## config.mk

```make
export PLATFORM = sky130hd
export DESIGN_NAME = ag32gbd_buffer_reader_flat
export DESIGN_NICKNAME = d
export VERILOG_FILES = /design/src/rtl/ag32gbd_pkg.sv /design/src/rtl/ag32gbd_buffer_reader_if.sv /design/src/rtl/ag32gbd_buffer_reader.sv /design/src/flat_wrapper.sv
export SDC_FILE = /design/constraint.sdc
export NUM_CORES = 1
export LEC_CHECK = 0
export CORE_MARGIN = 4
export CORE_UTILIZATION = 53
export CTS_CLUSTER_DIAMETER = 50
export DETAILED_ROUTE_END_ITERATION = 10
export PLACE_DENSITY_LB_ADDON = 0.3
export SYNTH_ARGS = -nofsm -noshare
export SYNTH_HDL_FRONTEND = slang
export SYNTH_SLANG_ARGS = --single-unit
```

## constraint.sdc

```tcl
create_clock -name sys_clock -period 6.5 [get_ports sys_clock]
set_input_delay 1.3 -clock sys_clock [delete_from_list [all_inputs] [get_ports sys_clock]]
set_output_delay 1.3 -clock sys_clock [all_outputs]
set_load 0.01 [all_outputs]
```

## src/rtl/ag32gbd_pkg.sv

```systemverilog
// Shared definitions for the camera double-buffer reader and its controller.
package ag32gbd_pkg;

    // Byte offset width on the buffer-read request interface.
    localparam int OFFSET_W  = 10;
    // Bytes per capture buffer; the controller places its buffer bases on this.
    localparam int BUF_BYTES = 256;
    // Byte counter width: must be able to represent BUF_BYTES itself.
    localparam int CNT_W     = 9;
    // Shared request-hold / timeout down-counter width.
    localparam int TMR_W     = 5;

    typedef enum logic [2:0] {
        IDLE,
        REQ,
        WAIT_LO,
        WAIT_HI,
        OUT,
        FLIP,
        FIN
    } state_t;

endpackage

```

## src/rtl/ag32gbd_buffer_reader_if.sv

```systemverilog
// Buffer-read request bus toward the BRAM controller plus the byte stream
// toward the host bridge. master = reader side, slave = controller/sink side.
interface ag32gbd_buffer_reader_if;
    import ag32gbd_pkg::*;

    logic                req_read_buffer;
    logic [OFFSET_W-1:0] read_offset;
    logic [7:0]          read_data;
    logic                read_data_ready;
    logic                flip_buffer;
    logic [7:0]          pix_data;
    logic                pix_valid;
    logic                pix_last;
    logic                pix_ready;

    modport master (
        output req_read_buffer, read_offset, flip_buffer,
        output pix_data, pix_valid, pix_last,
        input  read_data, read_data_ready, pix_ready
    );

    modport slave (
        input  req_read_buffer, read_offset, flip_buffer,
        input  pix_data, pix_valid, pix_last,
        output read_data, read_data_ready, pix_ready
    );

endinterface

```

## src/rtl/ag32gbd_buffer_reader.sv

```systemverilog
// Sequential frame reader: fetches FRAME_BYTES bytes one at a time from the
// controller's read buffer, streams them out, then optionally flips buffers.
import ag32gbd_pkg::*;

module ag32gbd_buffer_reader #(
    parameter int FRAME_BYTES = 256,
    parameter int REQ_HOLD    = 4,
    parameter int TIMEOUT     = 31
) (
    input  logic                     sys_clock,
    input  logic                     resetn,
    input  logic                     start,
    input  logic                     flip_on_done,
    output logic                     busy,
    output logic                     done,
    output logic                     error,
    ag32gbd_buffer_reader_if.master  bus
);

    localparam logic [CNT_W-1:0] LAST_IDX  = CNT_W'(FRAME_BYTES - 1);
    localparam logic [TMR_W-1:0] HOLD_LOAD = TMR_W'(REQ_HOLD - 1);
    localparam logic [TMR_W-1:0] TMO_LOAD  = TMR_W'(TIMEOUT);

    state_t              state_q, state_d;
    logic [CNT_W-1:0]    cnt_q, cnt_d;
    logic [TMR_W-1:0]    tmr_q, tmr_d;
    logic [OFFSET_W-1:0] offset_q, offset_d;
    logic                req_q, req_d;
    logic                fod_q, fod_d;
    logic                busy_q, busy_d;
    logic                done_q, done_d;
    logic                error_q, error_d;
    logic                flip_q, flip_d;
    logic [7:0]          pdata_q, pdata_d;
    logic                pvalid_q, pvalid_d;
    logic                plast_q, plast_d;

    // Next-state and registered-output logic for the readout sequencer.
    always_comb begin
        state_d  = state_q;
        cnt_d    = cnt_q;
        tmr_d    = tmr_q;
        offset_d = offset_q;
        req_d    = req_q;
        fod_d    = fod_q;
        busy_d   = busy_q;
        done_d   = 1'b0;
        error_d  = 1'b0;
        flip_d   = flip_q;
        pdata_d  = pdata_q;
        pvalid_d = pvalid_q;
        plast_d  = plast_q;

        case (state_q)
            IDLE: begin
                if (start) begin
                    fod_d    = flip_on_done;
                    cnt_d    = '0;
                    offset_d = '0;
                    busy_d   = 1'b1;
                    req_d    = 1'b1;
                    tmr_d    = HOLD_LOAD;
                    state_d  = REQ;
                end
            end

            // Request held long enough for the controller's synchroniser.
            REQ: begin
                if (tmr_q == '0) begin
                    req_d   = 1'b0;
                    tmr_d   = TMO_LOAD;
                    state_d = WAIT_LO;
                end else begin
                    tmr_d = tmr_q - 1'b1;
                end
            end

            // Ready already low on entry counts as accepted.
            WAIT_LO: begin
                if (!bus.read_data_ready) begin
                    state_d = WAIT_HI;
                    if (tmr_q != '0) begin
                        tmr_d = tmr_q - 1'b1;
                    end
                end else if (tmr_q == '0) begin
                    error_d  = 1'b1;
                    busy_d   = 1'b0;
                    pvalid_d = 1'b0;
                    plast_d  = 1'b0;
                    state_d  = IDLE;
                end else begin
                    tmr_d = tmr_q - 1'b1;
                end
            end

            WAIT_HI: begin
                if (bus.read_data_ready) begin
                    pdata_d  = bus.read_data;
                    pvalid_d = 1'b1;
                    plast_d  = (cnt_q == LAST_IDX);
                    state_d  = OUT;
                end else if (tmr_q == '0) begin
                    error_d  = 1'b1;
                    busy_d   = 1'b0;
                    pvalid_d = 1'b0;
                    plast_d  = 1'b0;
                    state_d  = IDLE;
                end else begin
                    tmr_d = tmr_q - 1'b1;
                end
            end

            // Holds the byte until downstream takes it; no timeout here.
            OUT: begin
                if (bus.pix_ready) begin
                    pvalid_d = 1'b0;
                    plast_d  = 1'b0;
                    if (cnt_q == LAST_IDX) begin
                        state_d = fod_q ? FLIP : FIN;
                    end else begin
                        cnt_d    = cnt_q + 1'b1;
                        offset_d = OFFSET_W'(cnt_q + 1'b1);
                        req_d    = 1'b1;
                        tmr_d    = HOLD_LOAD;
                        state_d  = REQ;
                    end
                end
            end

            FLIP: begin
                flip_d  = ~flip_q;
                state_d = FIN;
            end

            FIN: begin
                done_d  = 1'b1;
                busy_d  = 1'b0;
                state_d = IDLE;
            end

            default: begin
                state_d = IDLE;
            end
        endcase
    end

    // State and output registers with synchronous active-low reset.
    always_ff @(posedge sys_clock) begin
        if (!resetn) begin
            state_q  <= IDLE;
            cnt_q    <= '0;
            tmr_q    <= '0;
            offset_q <= '0;
            req_q    <= 1'b0;
            fod_q    <= 1'b0;
            busy_q   <= 1'b0;
            done_q   <= 1'b0;
            error_q  <= 1'b0;
            flip_q   <= 1'b0;
            pdata_q  <= '0;
            pvalid_q <= 1'b0;
            plast_q  <= 1'b0;
        end else begin
            state_q  <= state_d;
            cnt_q    <= cnt_d;
            tmr_q    <= tmr_d;
            offset_q <= offset_d;
            req_q    <= req_d;
            fod_q    <= fod_d;
            busy_q   <= busy_d;
            done_q   <= done_d;
            error_q  <= error_d;
            flip_q   <= flip_d;
            pdata_q  <= pdata_d;
            pvalid_q <= pvalid_d;
            plast_q  <= plast_d;
        end
    end

    assign busy                = busy_q;
    assign done                = done_q;
    assign error               = error_q;
    assign bus.req_read_buffer = req_q;
    assign bus.read_offset     = offset_q;
    assign bus.flip_buffer     = flip_q;
    assign bus.pix_data        = pdata_q;
    assign bus.pix_valid       = pvalid_q;
    assign bus.pix_last        = plast_q;

endmodule

```

## src/flat_wrapper.sv

```systemverilog
// flat-port wrapper written by rule: the top's interface ports become plain ports
module ag32gbd_buffer_reader_flat 
#(
    parameter int FRAME_BYTES = 256,
    parameter int REQ_HOLD    = 4,
    parameter int TIMEOUT     = 31
)
  (sys_clock, resetn, start, flip_on_done, busy, done, error, bus_req_read_buffer, bus_read_offset, bus_flip_buffer, bus_pix_data, bus_pix_valid, bus_pix_last, bus_read_data, bus_read_data_ready, bus_pix_ready);
  ag32gbd_buffer_reader_if bus_i ();
  input  logic sys_clock;
  input  logic resetn;
  input  logic start;
  input  logic flip_on_done;
  output logic busy;
  output logic done;
  output logic error;
  output wire logic [$bits(bus_i.req_read_buffer)-1:0] bus_req_read_buffer;
  output wire logic [$bits(bus_i.read_offset)-1:0] bus_read_offset;
  output wire logic [$bits(bus_i.flip_buffer)-1:0] bus_flip_buffer;
  output wire logic [$bits(bus_i.pix_data)-1:0] bus_pix_data;
  output wire logic [$bits(bus_i.pix_valid)-1:0] bus_pix_valid;
  output wire logic [$bits(bus_i.pix_last)-1:0] bus_pix_last;
  input wire logic [$bits(bus_i.read_data)-1:0] bus_read_data;
  input wire logic [$bits(bus_i.read_data_ready)-1:0] bus_read_data_ready;
  input wire logic [$bits(bus_i.pix_ready)-1:0] bus_pix_ready;
  assign bus_req_read_buffer = bus_i.req_read_buffer;
  assign bus_read_offset = bus_i.read_offset;
  assign bus_flip_buffer = bus_i.flip_buffer;
  assign bus_pix_data = bus_i.pix_data;
  assign bus_pix_valid = bus_i.pix_valid;
  assign bus_pix_last = bus_i.pix_last;
  assign bus_i.read_data = bus_read_data;
  assign bus_i.read_data_ready = bus_read_data_ready;
  assign bus_i.pix_ready = bus_pix_ready;
  ag32gbd_buffer_reader #(.FRAME_BYTES(FRAME_BYTES), .REQ_HOLD(REQ_HOLD), .TIMEOUT(TIMEOUT)) u_core (.sys_clock(sys_clock), .resetn(resetn), .start(start), .flip_on_done(flip_on_done), .busy(busy), .done(done), .error(error), .bus(bus_i));
endmodule
```

==> impl_metrics.toml, run 1 <==
[status]
outcome = "completed"

[logic_synthesis]
syn-cell-area_um2 = 1730
synth-edff-count = 0
synth_cells = 208
syn_avg_cell_area_um2 = 8.30
synthesis.nets = 226
synth.most_common_cell = "dfxtp_1"
async_reset_ff_share_pct = 0
yosysWarnings = 0
synth_common_cells = "dfxtp_1, nand2_1, a21oi_1"
yosys.area.top_type = "dfxtp_1"
ys_seq_area_share_pct = 39.4
synth_area_leaders = "dfxtp_1, nand2_1, a21oi_1"
ys_ff_latch = 34
synth.distinct_cells = 54
synth_top_area_share_pct = 39.4
ys.flop_type = "dfxtp_1"

[layout]
drive_gt1_share_pct = 7.05
areaGrowthSynthToFinish_pct = 26.4
ff_latch_area_um2 = 681
fillCellCount = 271
multi_input_area_um2 = 952
diodes = 0
fin_nets = 258
instances_no_fill = 285
final_area_um2 = 2180

[cts]
post_cts_buffers = 0
cts_tree = "yes"
clk_pin_slew_worst_paths_ns = 0.11
numCtsBuffers = 5
htree_num_levels = 2
cts-root-buf = "clkbuf_4"
cts_hold_buf = 0
insertion_delay_ns = 0.35
cts.sinks = 34
clock_path_buffers = 2
cts_resized = 0

[detailed_routing]
drtIter0Drc = 167
viasPerCell = 5.62
ant_nets = 0
drtPass1Iterations = 6
drc_errors = 0
m1WireLength_mm = 1.91
drt_wl_total_mm = 4.23
wl_per_cell_um = 14.8
wl_met2_mm = 2.07
vias = 1602
top_layer_used = "met4"
met3_length_um = 172

[sta]
fin_worst_skew_ns = 0.00985
finalSetupViolations = 0
rsz0062_at_grt = "false"
hold_violations = 0
slew_headroom_pct = 49.4
fmax_ghz = 0.315
fin_crit_sh_pct = 48.9
fin_crit_ns = 3.18
worstMarginPinSlew_ns = 0.758
slew_viol_final = 0
finalSetupTns_ns = 0

[floorplan]
die_area_um2 = 4230
fp.dieW_um = 65.1
pin_count = 39
die-height_um = 65.1
start_util_pct = 56.1
core_area_um2 = 3080
num_rows = 20

[worst_setup_path]
cp.required_ns = 6.78
crit_end = "u_core.tmr_q[2]"
worst_setup_path_end_kind = "flop"
cp_max_fo = 19
r2r-end = "u_core.tmr_q[0]"
worst_path_max_delay_cell = "clkdlybuf4s50_1"
reg2reg_depth = 9
cp-start-kind = "input port"
startpoint = "resetn"
cp_num_cells = 5
critPathTopFamily = "buffers and inverters"
cp.arrival_ns = 3.46
crit_type = "in -> reg"
max_stage_delay_ns = 0.73
path_cells = "clkdlybuf4s50_1, clkinv_1, a2111oi_0, a31oi_1, o21ai_0"
worstReg2RegStart = "u_core.tmr_q[0]"
critPathBufInv = 2
r2r_setup_slack_ns = 4.08

[place]
routabilityCongestion = 0.876
dp_hpwl_mm = 2.91
dp.cells = 277
placed_area_um2 = 2100
port-buffer-count = 38

[global_routing]
grt_pass1_wl_mm = 6.98
grt_usage_pct = 21.0
grt_max_degree = 22
antenna_found_initial = 0
grt_pass1_vias = 1523
grt.overflow.total = 0

[job]
maxCapViolCount = 0

[power]
internal_power_w = 0.000413
p_comb_share_pct = 35.0
p_switching_w = 0.000249
total_power_w = 0.000662
switching_share_pct = 37.6
p_per_area_nw_per_um2 = 303
p_seq_share_pct = 42.6
p_leak_nw = 0.752
vdd_drop_max_v = 0.000193
p_clk_share_pct = 22.5

[hold_path]
min_path_type = "reg -> reg"
## metal layers
metal	global-route usage [%]	up-vias
met1	28.4	742
li1	-	804
met4	5.96	0
met2	32.6	46
met3	6.24	10
met5	0	-
## tightest hold or removal path: stages, from the launching register on
cell and delay, ns:
dfxtp_1 0.33, nand2_1 0.05, a21oi_1 0.05
## how the worst min path moves through the flow
stage,depth (start not counted),end,start
2_1_floorplan,2,u_core.fod_q,u_core.fod_q
5_1_grt,2,u_core.bus.pix_data[6],u_core.bus.pix_data[6]
3_3_place_gp,2,u_core.bus.pix_data[5],u_core.bus.pix_data[5]
4_1_cts,2,u_core.bus.pix_data[7],u_core.bus.pix_data[7]
6_report,2,u_core.bus.pix_data[0],u_core.bus.pix_data[0]
3_5_place_dp,2,u_core.bus.pix_data[7],u_core.bus.pix_data[7]
## cells in the final DEF, fill, tap and decap left out, types with 2 or more instances in the layout
| master | count |
|---|---|
| a21oi_1 | 20 |
| and2_1 | 2 |
| clkbuf_4 | 5 |
| clkbuf_8 | 3 |
| clkdlybuf4s50_1 | 38 |
| dfxtp_1 | 34 |
| ha_1 | 4 |
| inv_1 | 7 |
| nand2_1 | 27 |
| nand2b_1 | 3 |
| nand3_1 | 3 |
| nand3b_1 | 3 |
| nor2_1 | 19 |
| nor2b_1 | 2 |
| nor3_1 | 8 |
| nor4_1 | 3 |
| o2111ai_1 | 3 |
| o211a_1 | 2 |
| o211ai_1 | 2 |
| o21a_1 | 2 |
| o21ai_0 | 9 |
| o21bai_1 | 2 |
| or3_1 | 2 |
| xnor2_1 | 2 |
| xor2_1 | 7 |
## registers in the layout (all words and copies together) (netlist names), 2 cells and up
register	count
u_core.cnt_q	8
u_core.bus.read_offset	2
u_core.state_q	3
u_core.tmr_q	5
u_core.bus.pix_data	8
## final cells by class
class | count | area share (%)
multi-input combinational | 152 | 43.7
sequential | 34 | 31.2
timing repair buffer | 38 | 17.4
clock buffer | 8 | 3.61
tap | 44 | 2.52
inverter | 9 | 1.55
## cells by family after synthesis
| group | Yosys count | synth area share [%] |
|---|---|---|
| AOI/OAI and AO/OA | 54 | 20.7 |
| xor gates and xnor gates | 9 | 4.57 |
| adders and majority gates | 5 | 3.48 |
| buffers and inverters | 22 | 5.37 |
| DFF | 34 | 39.4 |
| muxes | 1 | 0.580 |
| and+or+nand+nor | 83 | 25.8 |
## power by group through the flow
stage | Combinational (W) | Clock [W] | Sequential (W)
after global routing | 0.000258 | 0.000161 | 0.000287
after CTS | 0.000231 | 0.000151 | 0.000281
after floorplan | 0.000192 | 0 | 0.000260
after detailed placement | 0.000228 | 0 | 0.000285
after global placement | 0.000225 | 0 | 0.000283
final | 0.000231 | 0.000149 | 0.000282
## stage by stage
step,hold WS [ns],util (%),worst slack [ns]
finish,0.464,70.9,3.32
global route,0.502,70.9,3.20
CTS,0.465,70.9,3.34
detailed placement,0.450,68.3,2.98
global placement,0.443,68.3,3.09
floorplan,0.451,-,4.16
(Power assumes the default switching activity.)
==> inputs of run 2 (changes only) <==
Settings changed: CORE_UTILIZATION 53 to 50.
Clock period 6.5 ns to 3.3 ns, I/O delays scaled along.
==> run 2 against run 1 <==
Compared with the run above:
- sequential power rose by 95%
- clock skew fell by 0.00070 ns
- critical path type is now reg -> reg
- global-route usage fell by 2.1 points
- largest power group unchanged
- count of clock-buffer cells in the layout fell by 2
==> impl_metrics.toml, run 2 (synthesis results as in run 1) <==
[worst_setup_path]
cp-start-kind = "flop"
crit_type = "reg -> reg"
worst_setup_path_end_kind = "flop"
cp_max_fo = 8
cp.required_ns = 3.54
cp.arrival_ns = 2.60

[cts]
cts_resized = 0
post_cts_buffers = 0
cts.sinks = 34
insertion_delay_ns = 0.34
cts-root-buf = "clkbuf_4"
numCtsBuffers = 5
clock_path_buffers = 2
htree_num_levels = 2
clk_pin_slew_worst_paths_ns = 0.10
cts_tree = "yes"
cts_hold_buf = 0

[detailed_routing]
vias = 1568
wl_per_cell_um = 13.2
drtPass1Iterations = 4
drc_errors = 0
viasPerCell = 5.41
drtIter0Drc = 80
drt_wl_total_mm = 3.84
ant_nets = 0

[status]
outcome = "completed"

[power]
vdd_drop_max_v = 0.000273
p_per_area_nw_per_um2 = 627
total_power_w = 0.00140
p_leak_nw = 0.781

[sta]
finalSetupTns_ns = 0
slew_headroom_pct = 52.1
hold_violations = 0
finalSetupViolations = 0
fin_crit_ns = 2.36
slew_viol_final = 0
rsz0062_at_grt = "false"
fmax_ghz = 0.424
fin_crit_sh_pct = 71.5
fin_worst_skew_ns = 0.00915
worstMarginPinSlew_ns = 0.718

[global_routing]
busiest_layer = "met2"
grt.overflow.total = 0
grt_usage_pct = 18.9
grt_pass1_vias = 1400
grt_pass1_wl_mm = 6.46
use_met3_pct = 5.23
antenna_found_initial = 0
grt_max_degree = 22
met1_usage_pct = 26.1
grt_use_met2_pct = 27.8

[floorplan]
die-height_um = 66.7
core_area_um2 = 3340
num_rows = 21
fp.dieW_um = 66.7
pin_count = 39
die_area_um2 = 4450
start_util_pct = 51.7

[hold_path]
min_path_type = "reg -> reg"

[place]
port-buffer-count = 38
routabilityCongestion = 0.830
dp_hpwl_mm = 2.76

[layout]
areaGrowthSynthToFinish_pct = 29.7
final_common_cell = "clkdlybuf4s50_1"
mostFrequentLayoutCells = "clkdlybuf4s50_1, dfxtp_1, nand2_1, a21oi_1, nor2_1"
fin_nets = 261
drive_gt1_share_pct = 8.20
diodes = 0

[job]
maxCapViolCount = 0
[run 2: changes by cell type in the layout (fill, tap and decap cells not counted), sizes merged]
cell    before  now
buf          0    3
bufinv       0    2
clkbuf       8    6
[run 2: worst paths after layout]
| kind | from | to | slack (ns) | cells past startpoint |
|---|---|---|---|---|
| worst min-delay path | u_core.bus.pix_data[0] | u_core.bus.pix_data[0] | 0.46 | 2 |
| worst max register to register | u_core.tmr_q[0] | u_core.tmr_q[0] | 0.94 | 9 |
| worst max-delay path | u_core.tmr_q[0] | u_core.tmr_q[0] | 0.94 | 9 |
| worst min register to register | u_core.bus.pix_data[0] | u_core.bus.pix_data[0] | 0.46 | 2 |
[run 2: power by group]
| group | leakage (nW) | switching, W | internal, W |
|---|---|---|---|
| registers | 0.276 | 0.0000903 | 0.000459 |
| clock network | 0.0585 | 0.000142 | 0.000257 |
| logic | 0.447 | 0.000245 | 0.000210 |
[run 2: final cells by class]
| type | count | area [um2] |
|---|---|---|
| Inverter | 9 | 33.8 |
| Fill cell | 289 | 1100 |
| Tap cell | 46 | 57.6 |
| Multi-Input combinational cell | 152 | 952 |
| Sequential cell | 34 | 681 |
| Clock inverter | 2 | 60.1 |
| Timing Repair Buffer | 41 | 403 |
| Clock buffer | 6 | 51.3 |
[run 2: per-layer routing]
| layer | wire (um) | part of all wire (%) |
|---|---|---|
| met3 | 132 | 3.4 |
| met2 | 1790 | 47 |
| met5 | 0 | 0 |
| met4 | 53 | 1.4 |
| met1 | 1860 | 49 |
[run 2: stage by stage]
step | instances | util (%) | hold slack [ns] | area, um2 | setup slack (ns)
after floorplan | 208 | - | 0.451 | 1730 | 1.25
after global placement | 282 | 63.7 | 0.441 | 2130 | 0.897
after detailed placement | 282 | 63.7 | 0.447 | 2130 | 0.704
after CTS | 290 | 67.1 | 0.462 | 2240 | 0.973
after global routing | 290 | 67.1 | 0.485 | 2240 | 0.786
final | 290 | 67.1 | 0.458 | 2240 | 0.941
[run 2: worst max-delay path, cell delays in order, from the launching register on]
cell and delay, ns:
dfxtp_1 0.37, inv_1 0.07, ha_1 0.22, nor4b_4 0.46, inv_2 0.15, ha_1 0.32
a21oi_1 0.14, o21ai_0 0.09, a221o_1 0.32, o211a_1 0.12
